`src/rtl/truth_table_sweeper.sv`:
```
// Steps an N_IN-input combinational block through every input combination in ascending order,
// records its output after a settle delay, and grades the measured truth table against an expected vector.
module truth_table_sweeper #(
   parameter int N_IN   = 3,
   parameter int SETTLE = 1
) (
   input  logic                 clk,
   input  logic                 rst_n,
   input  logic                 start,
   input  logic                 abort,
   input  logic [2**N_IN-1:0]   expected,
   input  logic                 y_in,
   output logic [N_IN-1:0]      combo_out,
   output logic                 busy,
   output logic                 done,
   output logic                 pass,
   output logic [2**N_IN-1:0]   table_out,
   output logic [N_IN-1:0]      fail_idx
);

   localparam int              W           = 2**N_IN;
   localparam logic [N_IN-1:0] LAST_IDX    = {N_IN{1'b1}};
   localparam logic [3:0]      SETTLE_LAST = 4'(SETTLE - 1);

   typedef enum logic [1:0] {
      IDLE,
      DRIVE,
      DONE
   } state_t;

   state_t          state_q, state_d;
   logic [N_IN-1:0] idx_q, idx_d;
   logic [3:0]      cnt_q, cnt_d;
   logic [W-1:0]    exp_q, exp_d;
   logic [W-1:0]    table_q, table_d;
   logic            pass_q, pass_d;
   logic [N_IN-1:0] fail_q, fail_d;

   // Table as it will look once the current sample lands, so grading on the
   // DONE-entry edge already includes the final combination.
   logic [W-1:0]    table_next;
   logic [W-1:0]    diff;
   logic [N_IN-1:0] first_idx;

   always_comb begin
      table_next        = table_q;
      table_next[idx_q] = y_in;
      diff              = table_next ^ exp_q;
      first_idx         = '0;
      // Scanning downward lets the lowest mismatching index win.
      for (int i = W - 1; i >= 0; i--) begin
         if (diff[i]) first_idx = N_IN'(i);
      end
   end

   // NOTE: every signal assigned in this block gets a default first, so no path
   // leaves one unassigned and no latch is inferred.
   always_comb begin
      state_d = state_q;
      idx_d   = idx_q;
      cnt_d   = cnt_q;
      exp_d   = exp_q;
      table_d = table_q;
      pass_d  = pass_q;
      fail_d  = fail_q;

      unique case (state_q)
         IDLE: begin
            if (start) begin
               exp_d   = expected;
               table_d = '0;
               pass_d  = 1'b0;
               fail_d  = '0;
               idx_d   = '0;
               cnt_d   = '0;
               state_d = DRIVE;
            end
         end

         DRIVE: begin
            if (abort) begin
               idx_d   = '0;
               cnt_d   = '0;
               pass_d  = 1'b0;
               state_d = IDLE;
            end else if (cnt_q == SETTLE_LAST) begin
               cnt_d   = '0;
               table_d = table_next;
               if (idx_q == LAST_IDX) begin
                  pass_d  = (diff == '0);
                  fail_d  = first_idx;
                  state_d = DONE;
               end else begin
                  idx_d = idx_q + N_IN'(1);
               end
            end else begin
               cnt_d = cnt_q + 4'd1;
            end
         end

         DONE: state_d = IDLE;

         default: state_d = IDLE;
      endcase
   end

   // NOTE: sequential state uses non-blocking assignments so every register
   // updates from pre-edge values, independent of statement order.
   always_ff @(posedge clk or negedge rst_n) begin
      if (!rst_n) begin
         state_q <= IDLE;
         idx_q   <= '0;
         cnt_q   <= '0;
         exp_q   <= '0;
         table_q <= '0;
         pass_q  <= 1'b0;
         fail_q  <= '0;
      end else begin
         state_q <= state_d;
         idx_q   <= idx_d;
         cnt_q   <= cnt_d;
         exp_q   <= exp_d;
         table_q <= table_d;
         pass_q  <= pass_d;
         fail_q  <= fail_d;
      end
   end

   // The index register is the applied combination, so combo_out is glitch-free.
   assign combo_out = idx_q;
   assign busy      = (state_q == DRIVE);
   assign done      = (state_q == DONE);
   assign pass      = pass_q;
   assign table_out = table_q;
   assign fail_idx  = fail_q;

endmodule
```
`config.mk`:
```
export PLATFORM = sky130hd
export DESIGN_NAME = truth_table_sweeper
export DESIGN_NICKNAME = d
export VERILOG_FILES = /design/src/rtl/truth_table_sweeper.sv
export SDC_FILE = /design/constraint.sdc
export NUM_CORES = 1
export LEC_CHECK = 0
export BUFFER_PORTS_ARGS = -buffer_cell sky130_fd_sc_hd__buf_4
export CAP_MARGIN = 15
export CORE_MARGIN = 5
export CORE_UTILIZATION = 45
export DETAILED_ROUTE_END_ITERATION = 7
export PLACE_DENSITY_LB_ADDON = 0.25
export SETUP_SLACK_MARGIN = 0.5
export SYNTH_ARGS = -nofsm -noshare
export SYNTH_HDL_FRONTEND = slang
export SYNTH_SLANG_ARGS = --single-unit
```
`constraint.sdc`:
```
create_clock -name clk -period 2.23 [get_ports clk]
set_clock_uncertainty 0.05 [all_clocks]
set_input_delay 0.446 -clock clk [delete_from_list [all_inputs] [get_ports clk]]
set_output_delay 0.446 -clock clk [all_outputs]
set_load 0.02 [all_outputs]
```
==> impl_metrics.csv <==
group,metric,value,unit
status,status,"finished clean",
global_route,grt_pass1_vias,1440,
routing,ant_nets,0,
global_route,grt-ovfl-total,0,
clock_tree,cts_root_buf,"clkbuf_8",
floorplan,initial_core_util,45.8,%
worst_setup_path,crit_chain,"nand3b_1 > mux2i_2 > xnor2_1 > nor2b_2 > o311a_1 > o41ai_2",
synthesis,synth_top_area_share,43.9,%
clock_tree,path_clk_slew,0.06,ns
timing,setup_viol,0,
timing,finalMaxSlewViolations,0,
timing,relSlewSlack,67.3,%
synthesis,syn-cell-area,1650,um2
layout,diodes,0,
timing,hold_viol,0,
pwr,p_leak,1.10,nW
routing,wire_per_inst,16.8,um
timing,finalSetupTns,0,ns
worst_setup_path,r2r-start,"combo_out[0]$_DFFE_PN0P_",
placed_design,place_congestion,0.875,
worst_setup_path,setup.worst_path.start,"combo_out[0]$_DFFE_PN0P_",
floorplan,num_rows,22,
placed_design,dp_hpwl,2930,um
pwr,power_density,1000,nW/um2
pwr,peakVddDrop,637,uV
synthesis,synthTopCellsByArea,"dfrtp_1 (44%), mux2_2 (6.1%), o21ai_0 (4.5%)",
clock_tree,hold_buffers,0,
clock_tree,insertion_delay,0.28,ns
timing,rsz0062_at_grt,"true",
worst_setup_path,reg2reg_depth,6,
layout,final_nets,224,
worst_setup_path,cpLargestDelayFamily,"compound AO/OA/AOI/OAI gates",
worst_setup_path,r2r_slack,0.17,ns
worst_setup_path,critPathBufInv,0,
worst_setup_path,regToRegEndpoint,"fail_idx[1]$_DFFE_PN0P_",
synthesis,synth_top_cell_by_area,"dfrtp_1",
timing,clock.fmax,485,MHz
worst_setup_path,critPathKind,"flop to flop",
worst_setup_path,required,2.35,ns
floorplan,die_h,70.6,um
timing,min_period,2.06,ns
global_route,antenna_found_initial,0,
global_route,grt_pass1_wl,6910,um
synthesis,async_flop_share,100,%
synthesis,synth_fp_nets,175,
floorplan,die_x,70.6,um
clock_tree,cts_tree,"built",
floorplan,io_pins,30,
worst_hold_path,hp-class,"input port to asynchronous set/reset pin",
routing,vias_per_cell,5.59,
clock_tree,cts.sinks,29,
clock_tree,cts_buffer_depth,2,
synthesis,syn-instance-count,158,
worst_setup_path,crit_fanout,8,
worst_setup_path,max_stage_delay,0.55,ns
timing,fin_ws,0.169,ns
worst_setup_path,endpoint_kind,"flop",
worst_setup_path,cp.depth,6,
layout,nFillCells,304,
global_route,grt_max_degree,30,
worst_setup_path,crit_path_end,"fail_idx[1]$_DFFE_PN0P_",
routing,dr_total_vias,1425,
timing,worst_slew_pin_slew,0.490,ns
synthesis,synth-seq-cells,29,
synthesis,avgSynthCellArea,10.5,um2
clock_tree,cts_buffers,5,
placed_design,pre_cts_ws,0.127,ns
global_route,grt_use_total,17.8,%
routing,drt_iter0_markers,45,
timing,fin_crit_sh,92.4,%
layout,drive_gt1_share,44.9,%
routing,drt-pass1-iter-count,4,
synthesis,synth-edff-count,0,
floorplan,dieArea,4980,um2
worst_setup_path,cp-start-kind,"flop",
run,max-cap-violations,0,
synthesis,synth_warnings,0,
routing,drcViolationCount,0,
synthesis,synth_top_flop_cell,"dfrtp_1",
layout,fin_util,64.4,%
clock_tree,htreeDepth,2,
layout,synthToLayoutAreaGrowth,40.6,%
synthesis,yosysSeqAreaShare,43.9,%
routing,drt-total-wl,4290,um
worst_setup_path,worstPathArrival,2.19,ns
synthesis,ys_types,40,
floorplan,core-area,3610,um2
placed_design,port_buffers,29,
worst_setup_path,cp_slowest_cell,"dfrtp_4",
-- power breakdown --
| group | leakage (nW) | internal, mW | switching, mW |
|---|---|---|---|
| Combinational | 0.681 | 0.543 | 0.557 |
| Sequential | 0.374 | 0.657 | 0.131 |
| Clock | 0.0443 | 0.244 | 0.189 |
-- how the worst min path moves through the flow --
stage / endpoint / slack [ns] / from / depth (start not counted)
2_1_floorplan: cnt_q[0]$_DFFE_PN0P_ / 0.10 / rst_n / 0
3_3_place_gp: cnt_q[1]$_DFFE_PN0P_ / 0.34 / rst_n / 1
3_5_place_dp: cnt_q[0]$_DFFE_PN0P_ / 0.34 / rst_n / 1
4_1_cts: cnt_q[0]$_DFFE_PN0P_ / 0.04 / rst_n / 1
5_1_grt: cnt_q[0]$_DFFE_PN0P_ / 0.06 / rst_n / 1
6_report: cnt_q[0]$_DFFE_PN0P_ / 0.02 / rst_n / 1
-- layout by cell type (no fill, tap or decap), types with 2 or more instances in the layout --
master	netlist	final
a21o_1	4	4
a21oi_1	3	3
a22o_1	4	4
a31oi_1	2	2
and2_1	2	2
buf_12	0	3
buf_4	1	44
clkbuf_8	0	6
dfrtp_1	29	24
dfrtp_2	0	4
ha_1	4	2
inv_1	5	5
mux2_2	9	8
mux2i_1	7	6
nand2_1	13	11
nand2b_1	4	2
nand2b_4	0	2
nand3_1	3	3
nor2_1	11	9
nor4_4	0	2
o21ai_0	15	10
o21ai_1	0	4
o22ai_1	2	2
o31ai_1	5	2
o31ai_2	0	2
xnor2_1	4	4
xor2_1	5	5
-- worst reg2reg max path, delay by kind of cell, from the launching register on --
| kind | cells | cell delay [ns] |
|---|---|---|
| and+or+nand+nor | 2 | 0.34 |
| DFF | 1 | 0.55 |
| xor gates and xnor gates | 1 | 0.24 |
| AOI/OAI and AO/OA | 2 | 0.57 |
| muxes | 1 | 0.20 |
-- flip-flops by register name (all words and copies together) (netlist names) --
signal     count
exp_q          8
state_q        2
cnt_q          4
pass           1
combo_out      3
fail_idx       3
table_out      8
-- per-stage QoR --
step	hold WS, ns	total power [mW]	cell area, um2	instances
3_3_place_gp	0.337	1.61	1950	233
2_1_floorplan	0.100	1.36	1680	158
4_1_cts	0.0356	2.24	2190	249
3_5_place_dp	0.339	1.64	1950	233
6_report	0.0242	2.32	2320	255
5_1_grt	0.0591	2.46	2320	255
-- kinds of logic after synthesis --
group                      Yosys count  synth area share, %
AOI/OAI and AO/OA                   42                 17.3
xor gates and xnor gates             9                 4.77
DFF                                 29                 43.9
buffers and inverters               11                 3.79
adders and majority gates            4                 3.03
and+or+nand+nor                     46                 15.5
muxes                               17                 11.7
-- final cells by class --
type                       instances  area [um2]  share of cell area [%]
multi-input combinational        118        1020                    44.0
sequential                        29         734                    31.6
timing repair buffer              48         402                    17.3
clock buffer                       7        86.3                    3.72
tap                               48        60.1                    2.59
inverter                           5        18.8                   0.808
-- synthesized netlist by cell type (2+ instances only) --
library cell,n
a21oi_1,3
and2_1,2
nand2b_1,4
buf_6,2
mux2_2,9
a21o_1,4
nor2_1,11
dfrtp_1,29
o21ai_0,15
nor3b_1,3
inv_1,5
o22ai_1,2
xnor2_1,4
a31oi_1,2
nand2_1,13
o31ai_1,5
xor2_1,5
nor2b_1,2
nand3_1,3
buf_2,2
mux2i_1,7
ha_1,4
a22o_1,4
o21bai_1,2
-- layer usage --
| layer | up-vias | global-route usage, % | part of all wire (%) |
|---|---|---|---|
| met3 | 11 | 3.84 | 4.4 |
| met1 | 708 | 22.1 | 42 |
| met4 | 0 | 10.2 | 2.6 |
| met2 | 37 | 28.5 | 51 |
| met5 | - | 0 | 0 |
| li1 | 669 | - | - |
-- what timing repair did --
item                       CTS  global route
setup buffers                9             6
cloned                       0             0
pin swaps                    5             1
setup endpoints to repair   12            16
gates resized for setup     14            22
(Power assumes the default switching activity.)
